[src/rtl/uart_cmd_queue_if.sv]
// Word path between the UART receive top, the command queue and the SCCB master.
// Upstream pulse-valid words in, downstream valid/ready register commands out.
interface uart_cmd_queue_if;
    logic [15:0] in_data;
    logic        in_valid;
    logic        cmd_valid;
    logic        cmd_ready;
    logic [7:0]  cmd_addr;
    logic [7:0]  cmd_data;

    modport slave (
        input  in_data, in_valid, cmd_ready,
        output cmd_valid, cmd_addr, cmd_data
    );

    modport master (
        output in_data, in_valid, cmd_ready,
        input  cmd_valid, cmd_addr, cmd_data
    );
endinterface

[src/rtl/uart_cmd_queue.sv]
// Queue of UART-assembled {addr,data} words feeding the SCCB register writer.
// DEPTH-1 word circular RAM plus the output register, with flush and overflow.
module uart_cmd_queue #(
    parameter int          DEPTH      = 8,
    parameter bit          FLUSH_EN   = 1'b1,
    parameter logic [15:0] FLUSH_CODE = 16'hFFFF
) (
    input  logic                       clk,
    input  logic                       rst,
    uart_cmd_queue_if.slave            bus,
    output logic [$clog2(DEPTH):0]     level,
    output logic                       overflow,
    input  logic                       ovf_clr
);
    localparam int LW = $clog2(DEPTH) + 1;
    localparam int PW = (DEPTH > 2) ? $clog2(DEPTH - 1) : 1;
    localparam int SLOTS = DEPTH - 1;

    logic [15:0]   ram [SLOTS];
    logic [PW-1:0] rd_ptr;
    logic [PW-1:0] wr_ptr;
    logic [LW-1:0] ram_cnt;
    logic          flush;
    logic          push;
    logic          pop;
    logic          full;
    logic          accept;
    logic          direct;
    logic          ram_wr;
    logic          ram_rd;

    function automatic logic [PW-1:0] nxt(input logic [PW-1:0] p);
        return (p == PW'(SLOTS - 1)) ? '0 : p + 1'b1;
    endfunction

    always_comb begin
        flush   = FLUSH_EN && bus.in_valid && (bus.in_data == FLUSH_CODE);
        push    = bus.in_valid && !flush;
        pop     = bus.cmd_valid && bus.cmd_ready;
        full    = (level == LW'(DEPTH));
        ram_cnt = level - LW'(bus.cmd_valid);
        accept  = push && (!full || pop);
        // Word bypasses RAM when the output register is (or becomes) free
        // and nothing older is waiting in RAM.
        direct  = accept && (!bus.cmd_valid || (pop && ram_cnt == '0));
        ram_wr  = accept && !direct;
        ram_rd  = pop && (ram_cnt != '0);
    end

    always_ff @(posedge clk) begin
        if (!rst && !flush && ram_wr)
            ram[wr_ptr] <= bus.in_data;
    end

    always_ff @(posedge clk) begin
        if (rst) begin
            bus.cmd_valid <= 1'b0;
            bus.cmd_addr  <= '0;
            bus.cmd_data  <= '0;
            level         <= '0;
            overflow      <= 1'b0;
            rd_ptr        <= '0;
            wr_ptr        <= '0;
        end else begin
            if (push && full && !pop)
                overflow <= 1'b1;
            else if (ovf_clr)
                overflow <= 1'b0;

            if (flush) begin
                bus.cmd_valid <= 1'b0;
                level         <= '0;
                rd_ptr        <= '0;
                wr_ptr        <= '0;
            end else begin
                if (ram_rd) begin
                    {bus.cmd_addr, bus.cmd_data} <= ram[rd_ptr];
                    rd_ptr <= nxt(rd_ptr);
                end else if (direct) begin
                    {bus.cmd_addr, bus.cmd_data} <= bus.in_data;
                    bus.cmd_valid <= 1'b1;
                end else if (pop) begin
                    bus.cmd_valid <= 1'b0;
                end

                if (ram_wr)
                    wr_ptr <= nxt(wr_ptr);

                if (accept && !pop)
                    level <= level + 1'b1;
                else if (pop && !accept)
                    level <= level - 1'b1;
            end
        end
    end
endmodule

[src/flat_wrapper.sv]
// flat-port wrapper written by rule: the top's interface ports become plain ports
module uart_cmd_queue_flat 
#(
    parameter int          DEPTH      = 8,
    parameter bit          FLUSH_EN   = 1'b1,
    parameter logic [15:0] FLUSH_CODE = 16'hFFFF
)
  (clk, rst, level, overflow, ovf_clr, bus_in_data, bus_in_valid, bus_cmd_ready, bus_cmd_valid, bus_cmd_addr, bus_cmd_data);
  uart_cmd_queue_if bus_i ();
  input  logic clk;
  input  logic rst;
  output logic [$clog2(DEPTH):0] level;
  output logic overflow;
  input  logic ovf_clr;
  input wire logic [$bits(bus_i.in_data)-1:0] bus_in_data;
  input wire logic [$bits(bus_i.in_valid)-1:0] bus_in_valid;
  input wire logic [$bits(bus_i.cmd_ready)-1:0] bus_cmd_ready;
  output wire logic [$bits(bus_i.cmd_valid)-1:0] bus_cmd_valid;
  output wire logic [$bits(bus_i.cmd_addr)-1:0] bus_cmd_addr;
  output wire logic [$bits(bus_i.cmd_data)-1:0] bus_cmd_data;
  assign bus_i.in_data = bus_in_data;
  assign bus_i.in_valid = bus_in_valid;
  assign bus_i.cmd_ready = bus_cmd_ready;
  assign bus_cmd_valid = bus_i.cmd_valid;
  assign bus_cmd_addr = bus_i.cmd_addr;
  assign bus_cmd_data = bus_i.cmd_data;
  uart_cmd_queue #(.DEPTH(DEPTH), .FLUSH_EN(FLUSH_EN), .FLUSH_CODE(FLUSH_CODE)) u_core (.clk(clk), .rst(rst), .bus(bus_i), .level(level), .overflow(overflow), .ovf_clr(ovf_clr));
endmodule
[config.mk]
export PLATFORM = sky130hd
export DESIGN_NAME = uart_cmd_queue_flat
export DESIGN_NICKNAME = d
export VERILOG_FILES = /design/src/rtl/uart_cmd_queue_if.sv /design/src/rtl/uart_cmd_queue.sv /design/src/flat_wrapper.sv
export SDC_FILE = /design/constraint.sdc
export NUM_CORES = 1
export LEC_CHECK = 0
export ABC_AREA = 1
export ABC_CLOCK_PERIOD_IN_PS = 3150
export CORE_ASPECT_RATIO = 0.75
export CORE_MARGIN = 2
export CORE_UTILIZATION = 53
export CTS_CLUSTER_DIAMETER = 60
export DETAILED_ROUTE_END_ITERATION = 16
export PLACE_DENSITY = 0.87
export SLEW_MARGIN = 30
export SYNTH_ARGS = -nofsm -noshare
export SYNTH_HDL_FRONTEND = slang
export SYNTH_SLANG_ARGS = --single-unit
[constraint.sdc]
create_clock -name clk -period 3.15 [get_ports clk]
set_input_delay 0.7875 -clock clk [delete_from_list [all_inputs] [get_ports clk]]
set_output_delay 0.7875 -clock clk [all_outputs]
set_load 0.005 [all_outputs]
==> results.tsv, run 1 <==
metric	value	unit
Commonest cells post-synth	nand2_1, edfxtp_1, nor2_1	
final-report setup violation count	0	
most common cell in the netlist	nand2_1	
register bit total from synthesis	143	
initial DRC count	503	
clk_lat worst skew	430	ps
fill cell count	821	
Synth area leaders	edfxtp_1, nand2_1, dfxtp_1	
Post-Synthesis Mean Instance Area	10.0	sq um
CP max-delay cell	clkdlybuf4s50_1	
sequential power share	44.1	%
CTS Hold Bufs	0	
CTS tree	built	
RSZ-0062 raised after global routing	false	
crit share post-route	93.8	%
Area growth syn-to-layout	21.3	%
antenna viol nets, final	0	
EDFF count, synth	112	
# DRC	0	
cell taking the most area after synthesis	edfxtp_1	
type of the worst setup path	in2reg	
setup_tns	0	ps
pin count of the biggest net entering global routing	49	
area occupied by multi-input gates	1850	sq um
Rows	34	
max-slew violation count	0	
core area	11400	sq um
HP Class	reg2reg	
Netlist cell types	31	
FMAX	338	MHz
CP max FO	9	
Post-synth ARST share	0	%
initial core utilization	53.6	%
Clock Power Share	40.4	%
Max clock buf depth	2	
internal power	3600	uW
die area	12500	sq um
Final Hold Viols	0	
grt total ovfl	0	
Die Y	97.2	microns
WL final	15.1	mm
post-cts resize count	0	
power density cells	663	nW/um^2
top-area cell type share of the netlist area	54.8	%
first-pass GRT wire length	24.0	mm
max_cap viols	0	
Tot GR Track Use	25.6	%
fin worst setup slack	196	ps
Net Count, Synth	639	
outcome	complete, no violations	
post-CTS setup buffers	0	
max incr delay on CP	680	ps
vias post-DR	4723	
Max IR drop VDD	0.439	mV
Switching Fraction	27.1	%
RePlAce Congestion	0.838	
Max H-tree Level	4	
Antenna Cells	0	
Final min period	2950	ps
CTS Sinks	143	
Leak	0.00296	uW
arrival time at the worst endpoint	3270	ps
IO Port Bufs	42	
DP Worst Slack	-209	ps
Synth Cell Area	6140	sq um
Slew @ Worst Pin	936	ps
# IOs	43	
nets@finish	708	
First-pass DRT Iterations	5	
crit path capture type	register	
Gate power share	15.5	%
Die Width	128	microns
Design Power	4940	uW
Critical Path RT	3470	ps
Post-synth top flop	edfxtp_1	
Root Driver	clkbuf_16	
setup skew after layout	7.89	ps
CP Launch Point	bus_in_data[2]	
switching power	1340	uW
Core Util, Final	65.1	%
Mapped Cells	613	
FF+latch area	3980	sq um
cts bufs inserted	17	
Worst-path clk slew	60	ps
Yosys Warn Count	0	
initial antenna violation count	0	
most frequent CP cell	nand2_1	
Hold Crit Start	u_core.overflow$_SDFFE_PP0P_	
layout cells sized above 1	13.1	%
drt wl/cell	18.0	microns
CP cell instances	clkdlybuf4s50_1 -> nand2_1 -> nor2_1 -> nand2_1 -> nor2_4 -> nor3_1 -> ha_1 -> inv_1 -> ha_1 -> nand2_1 -> nand2_1 -> o21ai_0 -> nand3_1 -> o21ai_0 -> a21oi_1	
Post-DP HPWL	9.50	mm
vias in the first global route	4572	
Worst Setup Start Kind	input port	
sequential share of the synthesized area	64.9	%
Max transition margin	37.2	%
mean number of vias per cell	5.63	
critical path: cells and delay by family:
kind	cells	cell delay [ps]
simple gates	8	800
buf+inv	2	800
compound gates	3	420
fa+ha+maj	2	460
logic make-up (layout without fill, tap and decap cells):
| family | count (synthesis) | in the layout | synth area share (%) |
|---|---|---|---|
| AO/OA/AOI/OAI | 65 | 65 | 6.42 |
| flip-flops | 143 | 143 | 64.9 |
| adder cells (fa/ha/maj) | 5 | 5 | 1.14 |
| AND/OR/NAND/NOR | 331 | 331 | 22.3 |
| buffers and inverters | 69 | 151 | 5.28 |
final cells by class:
cell class | count | share of cell area [%]
timing repair buffer | 77 | 9.18
multi-input combinational | 401 | 24.9
tap | 144 | 2.42
sequential | 143 | 53.5
clock inverter | 13 | 1.68
clock buffer | 19 | 6.24
inverter | 42 | 2.12
metal layers:
layer | share of wire (%) | global-route usage [%] | wire, microns
met1 | 42 | 36.4 | 6370
met2 | 45 | 39.2 | 6860
met3 | 9.8 | 6.17 | 1470
met4 | 2.5 | 8.20 | 376
met5 | 0 | 0 | 0
metrics by stage:
step	cell area (sq um)	hold slack, ps	std cells
global route	7440	507	839
finish	7440	480	839
detailed placement	6860	475	807
CTS	7440	490	839
floorplan	6140	452	613
global placement	6860	454	807
state kept, by name (all words and copies together), names as in the netlist, named ones only:
signal	flops
u_core.ram	112
u_core.bus.cmd_valid	1
u_core.rd_ptr	3
u_core.bus.cmd_data	8
u_core.wr_ptr	3
u_core.overflow	1
u_core.bus.cmd_addr	8
u_core.level	4
power by group through the flow:
stage / Combinational, uW / Clock (uW) / Sequential [uW]
after floorplan: 456 / 0 / 2210
final: 764 / 2000 / 2180
after global placement: 717 / 0 / 2210
after detailed placement: 746 / 0 / 2210
after global routing: 852 / 2080 / 2190
after CTS: 761 / 2000 / 2180
path summary, 6_finish.rpt:
kind / to / slack, ps / cells after the start
worst max-delay path: u_core.level[3]$_SDFFE_PP0P_ / 200 / 15
worst max register to register: u_core.bus.cmd_addr[2]$_SDFFE_PP0P_ / 520 / 9
worst min register to register: u_core.overflow$_SDFFE_PP0P_ / 480 / 2
worst min-delay path: u_core.overflow$_SDFFE_PP0P_ / 480 / 2
cell usage in the layout (no fill, tap or decap), types with 5 or more instances in the layout:
cell type,synthesis,layout
nand3_1,45,45
buf_4,5,35
a31oi_1,9,9
inv_1,35,34
nand2_1,170,170
inv_2,7,7
o21ai_0,6,6
inv_6,0,5
dfxtp_1,31,31
o21ai_1,14,14
nor2_1,94,94
a21oi_1,15,15
clkdlybuf4s50_1,0,42
o211ai_1,16,16
edfxtp_1,112,112
clkbuf_16,0,18
Note: power is estimated with default switching activity, not from simulation.
==> run 2: changes to the inputs <==
--- a/config.mk
+++ b/config.mk
@@ -8,11 +8,11 @@
 export ABC_AREA = 1
 export ABC_CLOCK_PERIOD_IN_PS = 3150
 export CORE_ASPECT_RATIO = 0.75
-export CORE_MARGIN = 2
-export CORE_UTILIZATION = 53
+export CORE_MARGIN = 4
+export CORE_UTILIZATION = 45
 export CTS_CLUSTER_DIAMETER = 60
 export DETAILED_ROUTE_END_ITERATION = 16
-export PLACE_DENSITY = 0.87
+export PLACE_DENSITY = 0.77
 export SLEW_MARGIN = 30
 export SYNTH_ARGS = -nofsm -noshare
 export SYNTH_HDL_FRONTEND = slang
==> constraint.sdc (replaced) <==
create_clock -name clk -period 3.15 [get_ports clk]
set_input_delay 0.945 -clock clk [delete_from_list [all_inputs] [get_ports clk]]
set_output_delay 0.945 -clock clk [all_outputs]
set_load 0.005 [all_outputs]
==> results.tsv, run 2 (same netlist as run 1, synthesis figures left out) <==
metric	value	unit	change
max reg flops	112		unchanged
Die Y	109	microns	was 97.2 microns
setup skew after layout	11.7	ps	was 7.89 ps
outcome	complete, no violations		unchanged
Max transition margin	69.8	%	was 37.2%
Slew @ Worst Pin	452	ps	was 936 ps
HP Class	reg2reg		unchanged
CP max FO	4		was 9
arrival time at the worst endpoint	3180	ps	was 3270 ps
crit path capture type	register		unchanged
WL final	14.8	mm	was 15.1 mm
mean number of vias per cell	5.25		was 5.63
Critical Path RT	3450	ps	was 3470 ps
RePlAce Congestion	0.813		was 0.838
Worst R2R Path Depth	13		was 9
First-pass DRT Iterations	5		unchanged
most frequent cells in the layout	nand2_1, edfxtp_1, nor2_1		unchanged
Root Driver	clkbuf_16		unchanged
Post-DP HPWL	9.50	mm	about the same
max_cap viols	0		unchanged
max-slew violation count	0		unchanged
Final min period	2880	ps	was 2950 ps
# DRC	0		unchanged
grt total ovfl	0		unchanged
Hold Crit Start	u_core.overflow$_SDFFE_PP0P_		unchanged
initial core utilization	46.7	%	was 53.6%
IO Port Bufs	42		unchanged
initial antenna violation count	0		unchanged
CTS tree	built		unchanged
worst flop-to-flop path startpoint	u_core.level[0]$_SDFFE_PP0P_		
RSZ-0062 raised after global routing	false		unchanged
FMAX	348	MHz	was 338 MHz
final-report setup violation count	0		unchanged
# IOs	43		unchanged
Rows	36		was 34
CTS Hold Bufs	0		unchanged
Antenna Cells	0		unchanged
CTS Sinks	143		unchanged
crit share post-route	91.3	%	was 93.8%
Worst Hold Path EP	u_core.overflow$_SDFFE_PP0P_		unchanged
vias in the first global route	4616		was 4572
FF-to-FF End	u_core.bus.cmd_addr[1]$_SDFFE_PP0P_		was u_core.bus.cmd_addr[2]$_SDFFE_PP0P_
Worst-path clk slew	60	ps	about the same
clk_lat worst skew	420	ps	was 430 ps
type of the worst setup path	in2reg		unchanged
layout cells sized above 1	13.5	%	was 13.1%
# placed instances	844		was 807
first-pass GRT wire length	23.7	mm	was 24.0 mm
cts bufs inserted	17		unchanged
Reg2Reg Setup Slack	860	ps	was 520 ps
Die Width	143	microns	was 128 microns
Area growth syn-to-layout	24.1	%	was 21.3%
Max H-tree Level	4		unchanged
Leak	0.00302	uW	was 0.00296 uW
commonest non-fill, non-tap cell in the layout	nand2_1		unchanged
Reg with most FFs	u_core.ram		unchanged
die area	15600	sq um	was 12500 sq um
hold path depth	2		unchanged
nets@finish	718		was 708
post-CTS setup buffers	0		unchanged
Final Hold Viols	0		unchanged
Max clock buf depth	2		unchanged
pin count of the biggest net entering global routing	35		was 49
Largest regs	u_core.ram x112, u_core.bus.cmd_addr x8, u_core.bus.cmd_data x8		unchanged
hold slack	471	ps	was 480 ps
power density cells	653	nW/um^2	was 663 nW/um^2
Non-Filler Instances	876		was 839
antenna viol nets, final	0		unchanged
core area	13200	sq um	was 11400 sq um
drt wl/cell	16.9	microns	was 18.0 microns
Max IR drop VDD	0.476	mV	was 0.439 mV
initial DRC count	597		was 503
Worst Setup Start Kind	input port		unchanged
vias post-DR	4596		was 4723
Tot GR Track Use	19.9	%	was 25.6%
==> run 2: changes by cell type in the layout (fill, tap and decap cells not counted), sizes merged <==
cell           delta
dlymetal6s2s      +1
inv               -6
bufinv            +1
clkinv            -4
clkbuf            +9
buf              +10
clkdlybuf4s50     -1
==> run 2: worst max-delay path: stages <==
cell	delay, ps
clkdlybuf4s50_1	490
nand2_1	130
nor2_1	120
nand2_1	90
nor2_4	160
nor3_1	70
ha_1	190
inv_1	120
ha_1	260
nand2_1	70
nand2_1	60
o21ai_0	150
nand3_1	100
o21ai_0	160
a21oi_1	50
==> run 2: area by class of cell <==
class | instances | area, sq um
clock buffer | 28 | 528
fill | 1048 | 5540
clock inverter | 4 | 72.6
timing repair buffer | 87 | 811
inverter | 42 | 158
sequential | 143 | 3980
tap | 171 | 214
multi-input combinational | 401 | 1850
==> run 2: per-layer routing <==
metal,vias to the layer above,global-route usage [%],part of all wire [%]
met1,2134,28.5,46
met4,0,6.85,1.7
met3,29,3.81,8.3
li1,2219,-,-
met2,214,30.6,44
met5,-,0,0
==> run 2: what timing repair did <==
item,CTS,global route
endpoints found under the hold margin,0,0
resized for setup,0,1
setup endpoints to repair,0,1
==> run 2: power by group <==
part	total (uW)	internal [uW]	leakage, uW	switching, uW
Sequential	2180	2120	0.00126	61.8
Combinational	776	328	0.00147	448
Clock	2010	1300	0.000290	716
Total	4970	3740	0.00302	1230
==> run 2: how the worst max path moves through the flow <==
stage | startpoint | to | slack, ps
final | bus_in_data[14] | u_core.level[3]$_SDFFE_PP0P_ | 270
after global routing | bus_in_data[14] | u_core.level[3]$_SDFFE_PP0P_ | 80
after CTS | bus_in_data[13] | u_core.level[3]$_SDFFE_PP0P_ | 150
after detailed placement | bus_in_data[13] | u_core.level[3]$_SDFFE_PP0P_ | -280
after global placement | bus_in_data[13] | u_core.level[3]$_SDFFE_PP0P_ | -200
after floorplan | bus_in_data[12] | u_core.ram[4][0]$_DFFE_PP_ | -100
==> run 2: metrics by stage <==
stage	TNS (ps)	setup WS, ps	total power [uW]	cell area [sq um]	utilization [%]
3_3_place_gp	-584	-196	2950	7010	53.3
5_1_grt	0	84.7	5190	7620	57.9
6_report	0	275	4970	7620	57.9
2_1_floorplan	-6320	-98.8	2670	6140	-
3_5_place_dp	-5260	-281	2980	7010	53.3
4_1_cts	0	145	4990	7610	57.9
==> edit 1: new RTL, settings of run 2 <==
`FLUSH_EN` is set to 1'b1 in 2 places; all go to 1'b0.
--- a/src/rtl/uart_cmd_queue.sv
+++ b/src/rtl/uart_cmd_queue.sv
@@ -2,7 +2,7 @@
 // DEPTH-1 word circular RAM plus the output register, with flush and overflow.
 module uart_cmd_queue #(
     parameter int          DEPTH      = 8,
-    parameter bit          FLUSH_EN   = 1'b1,
+    parameter bit          FLUSH_EN   = 1'b0,
     parameter logic [15:0] FLUSH_CODE = 16'hFFFF
 ) (
     input  logic                       clk,
--- a/src/flat_wrapper.sv
+++ b/src/flat_wrapper.sv
@@ -2,7 +2,7 @@
 module uart_cmd_queue_flat 
 #(
     parameter int          DEPTH      = 8,
-    parameter bit          FLUSH_EN   = 1'b1,
+    parameter bit          FLUSH_EN   = 1'b0,
     parameter logic [15:0] FLUSH_CODE = 16'hFFFF
 )
   (clk, rst, level, overflow, ovf_clr, bus_in_data, bus_in_valid, bus_cmd_ready, bus_cmd_valid, bus_cmd_addr, bus_cmd_data);
Formal check against the unedited RTL: not equivalent (a bounded check fails within 4 cycles, from zero or initial values and one cycle with rst high).
==> edit 1 against run 2 <==
Worst setup slack improved by 0.23 ns; first-iteration DRC count decreased by 37%; total power down 1.2%; synthesized area is 4.3% higher; critical path depth did not move; critical endpoint unchanged; largest cell class unchanged; non-clock buffer count decreased by 24; sequential cell count unchanged; critical path type unchanged; cell area shrank 0.16%; routed wire length shrank 4.8%; sequential share of layout area increased by 0.10 points; highest routed layer unchanged.
==> edit 1: results (changes against run 2) <==
metric;value;unit;change
status;finished clean;;
GPL Wtd Cong;0.820;;+0.85%
first-pass GRT wire length;22.9;mm;-3.4%
dpl cells;872;;+3.3%
Mapped Cells;661;;+7.8%
Distinct cells, synth;32;;+3.2%
top post-synthesis cells by area;edfxtp_1 (53%), nand2_1 (12%), dfxtp_1 (9.7%), nor2_1 (4.3%), inv_1 (3.9%);;
vias in the first global route;4389;;-4.9%
largest net degree at the start of global routing;59;;+69%
reg-to-reg setup timing slack;0.75;ns;-0.11 ns
Total Nets Final;742;;+3.3%
share of cells above drive strength 1;12.9;%;-0.58 points
GRT Total Usage;17.8;%;-2.0 points
reg2reg end;u_core.ram[0][13];;
Worst Clk Skew;0.0101;ns;-0.00156 ns
crit path launch;bus_cmd_ready;;
syn_nets;687;;+7.5%
Routed wire per std cell;15.6;um;-7.8%
Post-DP Area;0.00703;sq mm;+0.20%
HPWL Detailed;8.96;mm;-5.7%
Max Fanout on Critical Path;3;;-1
CP arrival;3.00;ns;-0.18 ns
leak pwr;3.20;nW;+5.9%
hold_ws;0.480;ns;+0.00864 ns
DR iter-0 viols;376;;-37%
Rel. slew slack;43.0;%;-27 points
[edit 1: changes by cell type after synthesis, moves of 9 or more]
cell | run 2 | this run
nand3_1 | 45 | 25
o211ai_1 | 16 | 6
nor2_1 | 94 | 74
nand3b_1 | 0 | 15
o21ai_0 | 6 | 31
inv_1 | 35 | 67
a31oi_1 | 9 | 0
nand2_1 | 170 | 201
[edit 1: layout make-up]
class                   count  area (sq um)  share of cell area (%)
clock buffers              20           437                    5.74
clock inverters            12           140                    1.84
inverters                  77           292                    3.83
multi-input cells         414          1950                    25.7
flip-flops and latches    143          3990                    52.4
well taps                 175           219                    2.88
repair buffers             63           578                    7.60
[edit 1: cell families (layout without fill, tap and decap cells)]
| family | after synthesis | count (layout) | synth area share, % |
|---|---|---|---|
| compound gates | 61 | 61 | 5.39 |
| xor+xnor | 2 | 2 | 0.274 |
| fa+ha+maj | 5 | 5 | 1.09 |
| buf+inv | 104 | 172 | 7.56 |
| flops | 143 | 143 | 62.2 |
| simple gates | 346 | 346 | 23.5 |
[edit 1: how the worst max path moves through the flow]
| stage | end | slack, ns | cells past startpoint |
|---|---|---|---|
| after floorplan | u_core.ram[4][0] | 0.14 | 6 |
| after global placement | u_core.level[3] | 0.12 | 16 |
| after detailed placement | u_core.level[3] | 0.09 | 15 |
| after CTS | u_core.level[3] | 0.51 | 15 |
| after global routing | u_core.level[3] | 0.34 | 15 |
| final | u_core.level[3] | 0.51 | 15 |
[edit 1: through the flow]
step / setup WS [ns] / utilization (%)
3_5_place_dp: 0.0860 / 50.8
5_1_grt: 0.339 / 54.9
2_1_floorplan: 0.143 / -
3_3_place_gp: 0.122 / 50.8
4_1_cts: 0.511 / 54.9
6_report: 0.505 / 54.9
[edit 1: power breakdown]
group	switching, W	internal [W]
Sequential	0.0000548	0.00211
Clock	0.000769	0.00117
Combinational	0.000492	0.000316
[edit 1: critical path, cell delays in order]
cell and delay, ns:
clkdlybuf4s50_1 0.43, nand2_2 0.11, nand2_2 0.08, o21ai_4 0.20
inv_4 0.05, ha_1 0.20, inv_1 0.12, ha_1 0.24
nand2_1 0.07, inv_1 0.03, o21ai_0 0.19, nand3b_1 0.10
nand2_1 0.07, nand2_1 0.05, a21oi_1 0.11
[edit 1: layer usage]
metal	track usage [%]	vias up	share of wire, %
met5	0	-	0
met1	26.1	2132	48
met3	5.19	17	8.2
met4	5.31	0	1.3
li1	-	2242	-
met2	25.8	191	42
==> edit 2: new RTL, flow settings as in run 2 <==
Made on the original files. Put one more register stage on the output `overflow`, with the module's reset. The value now appears one clock later. The other outputs are not delayed to match.
--- a/src/rtl/uart_cmd_queue.sv
+++ b/src/rtl/uart_cmd_queue.sv
@@ -15,6 +15,8 @@
     localparam int LW = $clog2(DEPTH) + 1;
     localparam int PW = (DEPTH > 2) ? $clog2(DEPTH - 1) : 1;
     localparam int SLOTS = DEPTH - 1;
+
+    logic overflow_s0;
 
     logic [15:0]   ram [SLOTS];
     logic [PW-1:0] rd_ptr;
@@ -58,14 +60,14 @@
             bus.cmd_addr  <= '0;
             bus.cmd_data  <= '0;
             level         <= '0;
-            overflow      <= 1'b0;
+            overflow_s0   <= 1'b0;
             rd_ptr        <= '0;
             wr_ptr        <= '0;
         end else begin
             if (push && full && !pop)
-                overflow <= 1'b1;
+                overflow_s0 <= 1'b1;
             else if (ovf_clr)
-                overflow <= 1'b0;
+                overflow_s0 <= 1'b0;
 
             if (flush) begin
                 bus.cmd_valid <= 1'b0;
@@ -93,5 +95,13 @@
             end
         end
     end
+    always_ff @(posedge clk) begin
+        if (rst) begin
+            overflow <= '0;
+        end else begin
+            overflow <= overflow_s0;
+        end
+    end
+
 endmodule
 
Check against the original RTL: same outputs for any inputs over 4 cycles, from zero or initial values and one cycle with rst high; that may be too few to reach the edited logic, so the function may still have changed.
==> edit 2 against run 2 <==
Routed wire length grew 3.9%; register-to-register slack worse by 0.06 ns; cell area is 0.76% higher; final cell count shrank 0.68%; total power up 1.1%; sequential cell count rose by 1; worst setup slack worse by 0.095 ns; global-route usage increased by 0.54 points; non-clock buffer count unchanged; count of clock-buffer cells in the layout down 6; synthesized area fell by 0.39%; largest cell class unchanged; critical path depth rose by 3.
==> edit 2: results (changes against run 2) <==
metric;value;unit;change
drt pass-1 iters;6;;+1
met2 wire length;7.13;mm;+8.2%
wl on met1;6.66;mm;-1.6%
number of port buffers;42;;unchanged
Async SR Flop Fraction;0;%;unchanged
GRT Total Usage;20.4;%;+0.54 points
wire length on met3;1.25;mm;+2.4%
syn_nets;634;;-0.78%
Vias/cell;5.32;;+1.4%
critical path's slowest cell;clkdlybuf4s15_1;;
first-pass GRT wire length;23.9;mm;+1.2%
CP arrival;3.33;ns;+0.15 ns
M3 GR Usage;4.47;%;+0.66 points
CTS buffer count;17;;unchanged
worst-margin pin slew;0.868;ns;+0.416 ns
status;finished clean;;
GR Layer Usage met1;27.2;%;-1.3 points
leak pwr;3.11;nW;+2.8%
DR iter-0 viols;461;;-23%
largest net degree at the start of global routing;49;;+40%
share of cells above drive strength 1;14.0;%;+0.54 points
Worst Clk Skew;0.00840;ns;-0.00331 ns
R2R cell count;9;;-4
Total Nets Final;712;;-0.84%
Worst Hold Class;register to register;;
vias in the first global route;4677;;+1.3%
Routed wire per std cell;17.7;um;+4.6%
met2 usage;33.2;%;+2.7 points
max cap viols;0;;unchanged
Filler cells;1059;;+1.0%
switch share;25.1;%;+0.40 points
register area share after synthesis;65.5;%;+0.58 points
HPWL Detailed;9.22;mm;-2.9%
top post-synthesis cells by area;edfxtp_1 (55%), dfxtp_1 (10%), nand2_1 (9.9%), nor2_1 (6.0%), nand3_1 (3.8%);;
YS warnings;0;;unchanged
Critical Path Max Stage Delay;0.38;ns;-0.11 ns
Distinct cells, synth;33;;+6.5%
Post-DP Area;0.00701;sq mm;-0.12%
most frequent cells after synthesis;nand2_1 (162), edfxtp_1 (112), nor2_1 (98), nand3_1 (47), dfxtp_1 (32);;
Max Fanout on Critical Path;9;;+5
GPL Wtd Cong;0.813;;unchanged
VDD IR max;0.000446;V;-6.4%
top cell type's share of synthesized area;55.0;%;+0.21 points
Post-CTS Resized;3;;+3
clk slew on worst S/H paths;0.06;ns;about the same
[edit 2: changes by cell type after synthesis, moves of 3 or more]
cell	before	now
nand2_1	170	162
a21oi_1	15	19
nor2_1	94	98
o21ai_1	14	3
inv_1	35	31
o21ai_0	6	19
inv_2	7	3
buf_6	4	1
buf_2	13	18
[edit 2: area by class of cell]
| type | count | area share, % |
|---|---|---|
| tap | 171 | 2.79 |
| sequential | 144 | 52.2 |
| clock buffer | 22 | 6.62 |
| inverter | 35 | 1.71 |
| clock inverter | 10 | 1.32 |
| multi-input combinational | 401 | 24.3 |
| timing repair buffer | 87 | 11.1 |
[edit 2: logic make-up after synthesis]
| group | synth area share [%] |
|---|---|
| simple gates | 22.1 |
| flops | 65.5 |
| compound gates | 6.71 |
| buf+inv | 4.54 |
| fa+ha+maj | 1.15 |
[edit 2: power by group through the flow]
stage                     logic, W  clock network, W  registers, W
final                     0.000789           0.00205       0.00219
after global routing      0.000884           0.00215       0.00220
after CTS                 0.000773           0.00206       0.00219
after detailed placement  0.000759                 0       0.00223
after global placement    0.000733                 0       0.00222
after floorplan           0.000434                 0       0.00222
[edit 2: per-stage QoR]
| step | instances | utilization [%] | setup slack [ns] |
|---|---|---|---|
| 3_3_place_gp | 837 | 53.3 | -0.307 |
| 5_1_grt | 870 | 58.4 | -0.0560 |
| 4_1_cts | 869 | 57.9 | 0.0622 |
| 6_report | 870 | 58.4 | 0.180 |
| 3_5_place_dp | 837 | 53.3 | -0.463 |
| 2_1_floorplan | 608 | - | -0.0784 |
[edit 2: worst paths after layout]
check                     startpoint               end  slack, ns
setup / recovery      bus_in_data[3]   u_core.level[3]       0.18
hold / removal    u_core.overflow_s0   u_core.overflow       0.45
setup reg to reg     u_core.level[0]  u_core.ram[6][8]       0.80
hold reg to reg   u_core.overflow_s0   u_core.overflow       0.45
